### src/rtl/shift_sequencer.sv
// rtl/shift_sequencer.sv - command sequencer driving a load/shift register for multi-bit shifts and rotates

module shift_register #(
  parameter int WIDTH = 8
) (
  input  logic             clk,
  input  logic             reset,
  input  logic             load,
  input  logic             dir,
  input  logic             left,
  input  logic             right,
  input  logic [WIDTH-1:0] data,
  output logic [WIDTH-1:0] out
);

  always_ff @(posedge clk) begin
    if (reset)
      out <= '0;
    else if (load)
      out <= data;
    else if (dir)
      out <= {left, out[WIDTH-1:1]};
    else
      out <= {out[WIDTH-2:0], right};
  end

endmodule

module shift_sequencer #(
  parameter int WIDTH = 8,
  parameter int AW    = $clog2(WIDTH) + 1
) (
  input  logic             clk,
  input  logic             reset,
  input  logic             cmd_valid,
  output logic             cmd_ready,
  input  logic [2:0]       cmd_op,
  input  logic [AW-1:0]    cmd_amt,
  input  logic [WIDTH-1:0] cmd_data,
  output logic [WIDTH-1:0] q,
  output logic             busy,
  output logic             done,
  output logic             err
);

  localparam logic [1:0] ST_IDLE = 2'd0;
  localparam logic [1:0] ST_EXEC = 2'd1;
  localparam logic [1:0] ST_DONE = 2'd2;

  localparam logic [2:0] OP_LOAD = 3'd0;
  localparam logic [2:0] OP_LSL  = 3'd1;
  localparam logic [2:0] OP_LSR  = 3'd2;
  localparam logic [2:0] OP_ASR  = 3'd3;
  localparam logic [2:0] OP_ROL  = 3'd4;
  localparam logic [2:0] OP_ROR  = 3'd5;

  logic [1:0]       state;
  logic [AW-1:0]    cnt;
  logic [2:0]       op_r;
  logic [WIDTH-1:0] data_r;
  logic             err_r;

  logic             accept;
  logic             cmd_illegal;
  logic             sr_load;
  logic             sr_dir;
  logic             sr_left;
  logic             sr_right;
  logic [WIDTH-1:0] sr_data;

  assign cmd_ready   = (state != ST_EXEC);
  assign busy        = (state == ST_EXEC);
  assign done        = (state == ST_DONE);
  assign err         = done & err_r;
  assign accept      = cmd_valid & cmd_ready;
  assign cmd_illegal = (cmd_op > OP_ROR);

  always_ff @(posedge clk) begin
    if (reset) begin
      state  <= ST_IDLE;
      cnt    <= '0;
      op_r   <= OP_LOAD;
      data_r <= '0;
      err_r  <= 1'b0;
    end else if (accept) begin
      op_r   <= cmd_op;
      data_r <= cmd_data;
      err_r  <= cmd_illegal;
      if (cmd_illegal) begin
        state <= ST_DONE;
        cnt   <= '0;
      end else if (cmd_op == OP_LOAD) begin
        state <= ST_EXEC;
        cnt   <= AW'(1);
      end else if (cmd_amt == '0) begin
        state <= ST_DONE;
        cnt   <= '0;
      end else begin
        state <= ST_EXEC;
        cnt   <= cmd_amt;
      end
    end else begin
      case (state)
        ST_EXEC: begin
          cnt <= cnt - AW'(1);
          if (cnt == AW'(1))
            state <= ST_DONE;
        end
        ST_DONE: begin
          state <= ST_IDLE;
          err_r <= 1'b0;
        end
        ST_IDLE: state <= ST_IDLE;
        default: state <= ST_IDLE;
      endcase
    end
  end

  // The register has no enable, so anything other than an active shift reloads q.
  always_comb begin
    sr_load  = 1'b1;
    sr_dir   = 1'b0;
    sr_left  = 1'b0;
    sr_right = 1'b0;
    sr_data  = q;
    if (state == ST_EXEC) begin
      case (op_r)
        OP_LOAD: sr_data = data_r;
        OP_LSL:  sr_load = 1'b0;
        OP_LSR: begin
          sr_load = 1'b0;
          sr_dir  = 1'b1;
        end
        OP_ASR: begin
          sr_load = 1'b0;
          sr_dir  = 1'b1;
          sr_left = q[WIDTH-1];
        end
        OP_ROL: begin
          sr_load  = 1'b0;
          sr_right = q[WIDTH-1];
        end
        OP_ROR: begin
          sr_load = 1'b0;
          sr_dir  = 1'b1;
          sr_left = q[0];
        end
        default: sr_data = q;
      endcase
    end
  end

  shift_register #(.WIDTH(WIDTH)) u_shift_register (
    .clk   (clk),
    .reset (reset),
    .load  (sr_load),
    .dir   (sr_dir),
    .left  (sr_left),
    .right (sr_right),
    .data  (sr_data),
    .out   (q)
  );

endmodule
### config.mk
export PLATFORM = sky130hd
export DESIGN_NAME = shift_sequencer
export DESIGN_NICKNAME = d
export VERILOG_FILES = /design/src/rtl/shift_sequencer.sv
export SDC_FILE = /design/constraint.sdc
export NUM_CORES = 1
export LEC_CHECK = 0
export BUFFER_PORTS_ARGS = -buffer_cell sky130_fd_sc_hd__clkbuf_2
export CAP_MARGIN = 15
export CORE_MARGIN = 3
export CORE_UTILIZATION = 52
export CTS_CLUSTER_SIZE = 20
export DETAILED_ROUTE_END_ITERATION = 10
export HOLD_SLACK_MARGIN = 0.05
export PLACE_DENSITY = 0.85
export SETUP_SLACK_MARGIN = 0.05
export SYNTH_ARGS = -nofsm -noshare
export SYNTH_HDL_FRONTEND = slang
export SYNTH_SLANG_ARGS = --single-unit
### constraint.sdc
create_clock -name clk -period 1.8 [get_ports clk]
set_input_delay 0.36 -clock clk [delete_from_list [all_inputs] [get_ports clk]]
set_output_delay 0.36 -clock clk [all_outputs]
set_load 0.005 [all_outputs]
# == Yosys cells after proc, flatten, opt, wreduce, memory -nomap -nowiden ==
# Index checks and enable logic that the tools add are counted.
# word_totals
reg_bits,26
in_bits,18
out_inout_bits,12
# op_classes
n_addsub,1
order_cmp,1
n_eq_ne,13
n_mux,25
bitwise_logic,2
n_reduce_logical,9
# op_table
operator,n
$mux W8,4
$mux W4,5
$mux W2,6
$mux W1,9
$eq A3 B2 Y1 const B,2
$eq A3 B3 Y1 const B,2
$logic_not A3 Y1,2
$reduce_or A5 Y1,1
$eq A4 B1 Y1 const B,1
$logic_not A4 Y1,1
$ne A2 B1 Y1 const B,2
$ne A4 B4 Y1 const B,1
$reduce_bool A2 Y1,2
$sub A4 B1 Y4 const B,1
$eq A3 B1 Y1 const B,1
$gt A3 B3 Y1 const B,1
$ne A3 B1 Y1 const B,1
$reduce_and A3 Y1,1
$reduce_or A3 Y1,1
$and A1 B1 Y1,2
$eq A2 B1 Y1 const B,1
$eq A2 B2 Y1 const B,1
$ne A2 B2 Y1 const B,1
$pmux W1 S2,1
$reduce_and A2 Y1,1

# == Logic depth before layout (Yosys ltp) ==
# Gate-level depths: netlist of the first run.
# depth
word_depth,6
mapped_depth,6

# == Hierarchy ==
# From an unflattened synthesis of the first run, not the netlist that was laid out.
# hier_totals
hier_cells,159
area_unflattened_um2,1412.6
# modules_own_cells
mod,n_inst,cells_per_inst,area_each_um2,seq_area_each_um2
shift_sequencer,1,124,1043.5,360.3
shift_register,1,35,369.1,160.2

# == Worst setup path after synthesis of the first run ==
# Ideal clock, no wire load.
# synth_path
path_kind,input -> register
start,in cmd_amt[3]
end,reg state[0]
setup_time_ps,128
t_arrival_ps,1266
required_time_ps,1672
slack_ps,407
cell_stages,4
path_cell_list,or4_1 > o211a_1 > a21oi_1 > nor2_1
# synth_between
elab_chain_cells,5
# synth_lines
item,line,text
"start, declared",38,"input logic [AW-1:0] cmd_amt,"
$logic_not A4 Y1,95,end else if (cmd_amt == '0) begin
$mux W2,95,
$mux W2,92,end else if (cmd_op == OP_LOAD) begin
$mux W2,89,if (cmd_illegal) begin
$mux W2,85,end else if (accept) begin
"end signal, assigned",90,state <= ST_DONE;
"end signal, assigned",93,state <= ST_EXEC;
"end signal, assigned",96,state <= ST_DONE;
"end, declared",57,logic [1:0] state;
# Every way passes these cells.
# A chain may end at the register's enable or synchronous reset.

# == Worst setup path in the final report of the first run ==
# layout_path
start,reg state[1]
end,out busy
# layout_between
elab_chain_cells,1
# layout_lines
item,line,text
"start signal, assigned",80,state <= ST_IDLE;
"start signal, assigned",90,
"start signal, assigned",93,
$eq A2 B1 Y1,72,assign busy = (state == ST_EXEC);
"end, declared",41,"output logic busy,"
# Every way passes these cells.

==> results of run 1 <==
## critical path: cells and delay by family, from the launching register on
kind	cells	cell delay, ps
buffers and inverters	2	320
DFF	1	340
and+or+nand+nor	1	210
## worst max path at each step
stage                           to  slack [ps]
after floorplan           state[0]         410
after global placement    state[0]         290
after detailed placement  state[0]         210
after CTS                     busy         130
after global routing        cnt[3]         170
final                         busy         250
## state kept, by name, indices dropped and copies added (netlist names)
signal	count
data_r	8
u_shift_register.out	8
cnt	4
op_r	3
state	2
err_r	1
## layout by cell type, fill, tap and decap left out, drive strengths merged
| master | count |
|---|---|
| nor2 | 12 |
| clkbuf | 33 |
| o211a | 1 |
| o32ai | 1 |
| a211oi | 1 |
| nand2 | 30 |
| xor2 | 1 |
| nand3 | 2 |
| nand2b | 2 |
| a21oi | 17 |
| dfxtp | 26 |
| nor2b | 3 |
| o31a | 1 |
| nor4 | 2 |
| inv | 5 |
| ha | 2 |
| o22ai | 6 |
| nor3 | 3 |
| a31oi | 3 |
| and2 | 1 |
| o41ai | 1 |
| o21ai | 7 |
| or3 | 1 |
| and3b | 1 |
| xnor2 | 1 |
| or4 | 2 |
| o221ai | 6 |
| buf | 3 |
| nor4b | 2 |
| o311a | 1 |
| a21boi | 1 |
| nand3b | 3 |
## power by group
group	switching, mW	total, mW	internal [mW]	leakage, nW
Sequential	0.0534	0.680	0.626	0.214
Clock	0.168	0.291	0.123	0.0210
Combinational	0.141	0.261	0.120	0.362
## per-layer routing
metal,global-route usage,share of wire
met5,0,0
met4,0.0567,0.0059
met3,0.0295,0.062
met2,0.368,0.51
met1,0.272,0.42
## cell families (layout without fill, tap and decap cells)
| group | after synthesis | count (layout) | share of synthesized area |
|---|---|---|---|
| XOR/XNOR | 2 | 2 | 0.0140 |
| adder cells (fa/ha/maj) | 2 | 2 | 0.0199 |
| flip-flops | 26 | 26 | 0.415 |
| buffers and inverters | 15 | 41 | 0.0568 |
| AND/OR/NAND/NOR | 64 | 64 | 0.257 |
| AO/OA/AOI/OAI | 46 | 46 | 0.237 |
## final cells by class
class / instances / area [um2]
multi-input cells: 114 / 668
flip-flops and latches: 26 / 520
fillers: 214 / 808
repair buffers: 32 / 168
inverters: 5 / 18.8
well taps: 28 / 35.0
clock buffers: 4 / 36.3
## what timing repair did
action	in CTS	in global routing
endpoints found under the hold margin	0	0
resized for setup	0	1
endpoints found under the setup margin	0	1
==> impl_metrics.yaml, run 1 <==
run_status:
  status: "completed"
synthesis:
  synth_area_um2: 1250
  synth.most_common_cell: "nand2_1"
  yosysSeqAreaShare: 0.415
  ys_warn_count: 0
  synthDistinctLibCells: 42
  synth_edf_count: 0
  synth_ff_type: "dfxtp_1"
  netlist_top_cells_area: "dfxtp_1, nand2_1, a21oi_1"
  synth_area_per_cell_um2: 8.10
  ys_seq_elements: 26
  syn-num-nets: 175
  synthCells: 155
  async_flop_share: 0
  synth_top_area_cell: "dfxtp_1"
  synth_common_cells: "nand2_1, dfxtp_1, a21oi_1, nor2_1"
  yosysTopAreaCellShare: 0.415
detailed_routing:
  post_drt_wl_per_cell_um: 13.9
  viasPerCell: 5.91
  vias: 1235
  ant_nets: 0
  drcViolationCount: 0
  wl_um: 2900
  initialDrtViolationCount: 29
  drtPass1Iterations: 4
place:
  dp_slack_ps: 212
  placedInstanceArea_um2: 1410
  portBuffers: 29
  hpwl_um: 2210
  placedCellCount: 205
  routabilityCongestion: 0.814
timing:
  fin_ws_ps: 254
  post-route-period-util: 0.859
  hold_ws_ps: 253
  finClkSkew_ps: 4.13
  max_slew.worst_pin.slew_ps: 427
  hold_viol_final: 0
  rsz0062_at_grt: "no"
  max_freq_ghz: 0.647
  period_needed_ps: 1550
  final_max_slew_viol_count: 0
  report.final.setup_viol: 0
  slew-limit-headroom: 0.716
  fin_tns_setup_ps: 0
power:
  total_power_mw: 1.23
  power_density_nw_per_um2: 852
  power.leakage_nw: 0.596
  ir_worst_vdd_mv: 0.491
critical_path:
  r2r_slack_ps: 290
  path_cells: "nand2b_4 > inv_2 > clkbuf_2"
  endpoint_kind: "output port"
  timing.rr.end: "u_shift_register.out[4]"
  r2r_start: "op_r[2]"
  cp_max_fo: 14
  max_stage_delay_ps: 340
  required_ps: 1440
  startpoint_type: "flop"
  startpoint: "state[1]"
  crit_type: "flop to output port"
  reg2reg_depth: 4
  critPathSlowestCell: "dfxtp_1"
  arrival_ps: 1190
clock_network:
  clk_pin_slew_worst_paths_ps: 140
  clock_latency_ps: 310
  cts_buffer_depth: 2
  clkSinkCount: 26
  cts_buffers: 3
  htree_levels: 1
  cts_tree: "built"
  cts_setup_buffers: 0
  clock_tree.root_cell: "clkbuf_4"
  hold_buffers: 0
min_path:
  whs_path_depth: 3
  whs_endpoint: "data_r[3]"
  min-delay-start: "cmd_data[3]"
  hold_path.class: "primary input to flop"
global_route:
  grt_max_degree: 21
  grt_pass1_vias: 1108
  antenna_found_initial: 0
  gr-usage-all-layers: 0.212
  grt_pass1_wl_um: 4750
  overflow: 0
final_layout:
  final_util: 0.642
  fin_area_um2: 1450
  area_growth_pct: 15.3
  final_nets: 202
  antenna_cells: 0
  drive_above_1_share: 0.243
  instances_no_fill: 209
floorplan:
  dieArea_um2: 3040
  fp.coreArea_um2: 2250
  initial_core_util: 0.557
  die-height_um: 55.1
  rows: 17
  io_pins: 30
  die_w_um: 55.1
run:
  max-cap-violations: 0
No activity file was read; power rests on OpenSTA's default activity.
==> run 2: changes to the inputs <==
--- a/config.mk
+++ b/config.mk
@@ -5,14 +5,16 @@
 export SDC_FILE = /design/constraint.sdc
 export NUM_CORES = 1
 export LEC_CHECK = 0
+export ABC_AREA = 1
 export BUFFER_PORTS_ARGS = -buffer_cell sky130_fd_sc_hd__clkbuf_2
 export CAP_MARGIN = 15
 export CORE_MARGIN = 3
-export CORE_UTILIZATION = 52
+export CORE_UTILIZATION = 50
+export CTS_CLUSTER_DIAMETER = 80
 export CTS_CLUSTER_SIZE = 20
 export DETAILED_ROUTE_END_ITERATION = 10
 export HOLD_SLACK_MARGIN = 0.05
-export PLACE_DENSITY = 0.85
+export PLACE_DENSITY = 0.81
 export SETUP_SLACK_MARGIN = 0.05
 export SYNTH_ARGS = -nofsm -noshare
 export SYNTH_HDL_FRONTEND = slang
==> impl_metrics.yaml, run 2 <==
synthesis:
  synth_top_area_cell: "dfxtp_1"
  synth_ff_type: "dfxtp_1"
  synth_common_cells: "nand2_1, inv_1, a21oi_1, dfxtp_1, nand3_1"
  netlist_top_cells_area: "dfxtp_1, nand2_1, a21oi_1"
  yosysSeqAreaShare: 0.372
  ys_warn_count: 0
  synth_area_um2: 1400
  synth_edf_count: 0
  syn-num-nets: 231
  yosysTopAreaCellShare: 0.372
  synthCells: 211
  synth.most_common_cell: "nand2_1"
  ys_seq_elements: 26
  async_flop_share: 0
  synth_area_per_cell_um2: 6.64
  synthDistinctLibCells: 23
run:
  max-cap-violations: 0
clock_network:
  clkSinkCount: 26
  hold_buffers: 0
  clock_tree.root_cell: "clkbuf_4"
  cts_resized: 0
  clock_latency_ps: 320
  clk_pin_slew_worst_paths_ps: 140
  cts_setup_buffers: 0
  cts_buffer_depth: 2
  cts_tree: "built"
  htree_levels: 1
  cts_buffers: 3
final_layout:
  final_nets: 261
  area_growth_pct: 14.6
  reg_top3: "data_r (8), u_shift_register.out (8), cnt (4)"
  final-seq-area_um2: 520
  antenna_cells: 0
  multi_input_area_um2: 709
  instances_no_fill: 270
  drive_above_1_share: 0.179
  final_common_cell: "nand2_1"
  fillers: 264
  final_cell_mix: "nand2_1, inv_1, clkbuf_2"
power:
  clockPowerShare: 0.280
  power_density_nw_per_um2: 893
  p_sw_mw: 0.441
  p_seq_frac: 0.473
  ir_worst_vdd_mv: 0.751
  intPower_mw: 0.992
  p_sw_frac: 0.308
  p_comb_frac: 0.248
  power.leakage_nw: 0.792
floorplan:
  initial_core_util: 0.545
  rows: 18
  fp.coreArea_um2: 2570
  die-height_um: 58.9
  dieArea_um2: 3470
  die_w_um: 58.9
  io_pins: 30
detailed_routing:
  drtPass1Iterations: 4
  ant_nets: 0
  viasPerCell: 5.06
  vias: 1366
  initialDrtViolationCount: 81
  drcViolationCount: 0
  wl_um: 3110
  post_drt_wl_per_cell_um: 11.5
place:
  placedCellCount: 266
  dp_slack_ps: 488
  hpwl_um: 2320
  routabilityCongestion: 0.804
  portBuffers: 29
timing:
  fin_ws_ps: 252
  hold_viol_final: 0
  fin_tns_setup_ps: 0
  period_needed_ps: 1550
  finClkSkew_ps: 3.68
  post-route-period-util: 0.860
  max_slew.worst_pin.slew_ps: 432
  slew-limit-headroom: 0.711
  report.final.setup_viol: 0
  max_freq_ghz: 0.646
  rsz0062_at_grt: "no"
  final_max_slew_viol_count: 0
critical_path:
  path_cells: "inv_2 > nor2_4 > clkbuf_2"
  required_ps: 1440
  startpoint_type: "flop"
  endpoint_kind: "output port"
  cp_max_fo: 7
  arrival_ps: 1190
  critPathSlowestCell: "dfxtp_1"
  max_stage_delay_ps: 440
  crit_type: "flop to output port"
global_route:
  grt_pass1_vias: 1282
  gr-usage-all-layers: 0.195
  antenna_found_initial: 0
  grt_pass1_wl_um: 5380
  overflow: 0
  grt_max_degree: 25
min_path:
  hold_path.class: "primary input to flop"
run_status:
  status: "completed"
## run 2: cell count changes after synthesis, moves of 3 or more
cell and change:
inv_1 +33, nand3_1 +19, o21ai_0 +14, a21oi_1 +12, nand2_1 +14, buf_2 -5
nand2_2 +3, o221ai_1 -6, nor2_4 +3, nor2b_1 -3, o22ai_1 -6, nor2_1 +3
nand3b_1 -3
## run 2: power by group through the flow
| stage | sequential, mW | clock, mW | combinational [mW] |
|---|---|---|---|
| floorplan | 0.683 | 0 | 0.259 |
| global placement | 0.688 | 0 | 0.348 |
| detailed placement | 0.689 | 0 | 0.350 |
| CTS | 0.676 | 0.411 | 0.353 |
| global route | 0.685 | 0.436 | 0.408 |
| finish | 0.677 | 0.401 | 0.355 |
## run 2: logic make-up (layout without fill, tap and decap cells)
kind of cell,Yosys count,in the layout,share of synthesized area
xor gates and xnor gates,1,1,0.00626
adders and majority gates,2,2,0.0179
buffers and inverters,41,70,0.122
and+or+nand+nor,93,93,0.308
DFF,26,26,0.372
AOI/OAI and AO/OA,48,48,0.174
## run 2: worst paths after layout
check | depth (start not counted) | start | slack, ps | endpoint
max | 3 | state[0] | 250 | busy
min | 3 | cmd_data[7] | 280 | data_r[7]
max reg2reg | 5 | state[0] | 460 | u_shift_register.out[3]
min reg2reg | 2 | data_r[5] | 470 | data_r[5]
## run 2: metrics by stage
step / util / cell area, um2 / hold WS, ps / power, mW
finish: 0.625 / 1600 / 279 / 1.43
global route: 0.625 / 1600 / 273 / 1.53
CTS: 0.625 / 1600 / 264 / 1.44
detailed placement: 0.604 / 1550 / 448 / 1.04
global placement: 0.604 / 1550 / 442 / 1.04
floorplan: - / 1400 / 429 / 0.942
## run 2: area by class of cell
type | count | share of cell area
clock buffers | 3 | 0.0140
multi-input cells | 144 | 0.442
repair buffers | 29 | 0.0905
inverters | 37 | 0.0866
well taps | 30 | 0.0234
clock inverters | 1 | 0.0187
flip-flops and latches | 26 | 0.324
## run 2: routing by layer
layer	part of all wire	vias up	GRT usage
met4	0.0055	0	0.0485
met2	0.46	34	0.320
li1	-	732	-
met1	0.48	598	0.259
met3	0.049	2	0.0417
met5	0	-	0
## run 2: critical path, delay by kind of cell, from the launching register on
family	cells	cell delay [ps]
buffers and inverters	2	220
flip-flops	1	440
AND/OR/NAND/NOR	1	200
==> run 3: changes to the inputs <==
--- a/config.mk
+++ b/config.mk
@@ -8,13 +8,15 @@
 export ABC_AREA = 1
 export BUFFER_PORTS_ARGS = -buffer_cell sky130_fd_sc_hd__clkbuf_2
 export CAP_MARGIN = 15
+export CELL_PAD_IN_SITES_DETAIL_PLACEMENT = 2
+export CELL_PAD_IN_SITES_GLOBAL_PLACEMENT = 2
 export CORE_MARGIN = 3
-export CORE_UTILIZATION = 50
+export CORE_UTILIZATION = 28
 export CTS_CLUSTER_DIAMETER = 80
 export CTS_CLUSTER_SIZE = 20
 export DETAILED_ROUTE_END_ITERATION = 10
 export HOLD_SLACK_MARGIN = 0.05
-export PLACE_DENSITY = 0.81
+export PLACE_DENSITY = 0.84
 export SETUP_SLACK_MARGIN = 0.05
 export SYNTH_ARGS = -nofsm -noshare
 export SYNTH_HDL_FRONTEND = slang
==> impl_metrics.yaml, run 3 (same netlist as run 2, synthesis figures left out) <==
run_status:
  status: "completed"
power:
  power_density_nw_per_um2: 929
  power.leakage_nw: 0.799
  ir_worst_vdd_mv: 0.474
  total_power_mw: 1.55
place:
  portBuffers: 29
  dp_slack_ps: 441
  hpwl_um: 3190
  routabilityCongestion: 0.747
  placedInstanceArea_um2: 1600
timing:
  rsz0062_at_grt: "no"
  max_slew.worst_pin.slew_ps: 466
  max_freq_ghz: 0.664
  finClkSkew_ps: 3.43
  final_max_slew_viol_count: 0
  hold_ws_ps: 336
  hold_viol_final: 0
  slew-limit-headroom: 0.689
  fin_ws_ps: 294
  period_needed_ps: 1510
  post-route-period-util: 0.837
  fin_tns_setup_ps: 0
  report.final.setup_viol: 0
detailed_routing:
  wl_um: 4100
  initialDrtViolationCount: 35
  vias: 1414
  drtPass1Iterations: 4
  viasPerCell: 4.61
  ant_nets: 0
  drcViolationCount: 0
  post_drt_wl_per_cell_um: 13.4
floorplan:
  die-height_um: 76.7
  rows: 25
  dieArea_um2: 5890
  die_w_um: 76.7
  io_pins: 30
  fp.coreArea_um2: 4790
  initial_core_util: 0.293
final_layout:
  final_cell_mix: "nand2_1, inv_1, clkbuf_2"
  final_nets: 261
  drive_above_1_share: 0.179
  final_common_cell: "nand2_1"
  fin_area_um2: 1670
  reg_top3: "data_r (8), u_shift_register.out (8), cnt (4)"
  area_growth_pct: 19.2
  antenna_cells: 0
clock_network:
  cts_resized: 0
  cts_buffer_depth: 2
  clock_latency_ps: 280
  clock_tree.root_cell: "clkbuf_8"
  htree_levels: 1
  cts_buffers: 3
  cts_tree: "built"
  cts_setup_buffers: 0
  clk_pin_slew_worst_paths_ps: 100
  hold_buffers: 0
  clkSinkCount: 26
global_route:
  grt_max_degree: 25
  overflow: 0
  antenna_found_initial: 0
  gr-usage-all-layers: 0.144
  grt_pass1_wl_um: 7060
  grt_pass1_vias: 1497
critical_path:
  arrival_ps: 1150
  required_ps: 1440
  startpoint_type: "flop"
  endpoint_kind: "output port"
  crit_type: "flop to output port"
  cp_max_fo: 7
run:
  max-cap-violations: 0
min_path:
  hold_path.class: "primary input to flop"
[run 3: cell counts in the layout (fill, tap and decap cells not counted)]
Identical to the previous run, type by type.
[run 3: worst max-delay path, cell delays in order (launching register included)]
cell	delay [ps]
dfxtp_1	400
inv_1	110
nand2_2	200
clkbuf_2	160
[run 3: metrics by stage]
| stage | std cells | utilization |
|---|---|---|
| detailed placement | 303 | 0.334 |
| CTS | 307 | 0.349 |
| global placement | 303 | 0.334 |
| finish | 307 | 0.349 |
| global route | 307 | 0.349 |
| floorplan | 211 | - |
[run 3: report_power, final]
part,switching [mW],internal (mW)
clock network,0.201,0.298
registers,0.0420,0.636
logic,0.242,0.131
total,0.486,1.06
[run 3: worst paths after layout]
path               start                 endpoint  slack (ps)  cells past startpoint
max reg2reg     state[0]  u_shift_register.out[6]         450                      5
min reg2reg    data_r[3]                data_r[3]         460                      2
min          cmd_data[0]                data_r[0]         340                      3
max             state[1]                cmd_ready         290                      3
[run 3: cell type report]
type / count / area (um2)
Multi-Input combinational cell: 144 / 709
Clock buffer: 3 / 41.3
Inverter: 37 / 139
Clock inverter: 1 / 30.0
Sequential cell: 26 / 520
Tap cell: 67 / 83.8
Timing Repair Buffer: 29 / 145
Fill cell: 607 / 3120
[run 3: per-layer routing]
metal | up-vias | global-route usage | wire length, um
met2 | 28 | 0.242 | 1900
met4 | 0 | 0.0290 | 27
met1 | 654 | 0.190 | 2010
met3 | 2 | 0.0293 | 161
met5 | - | 0 | 0
li1 | 730 | - | -
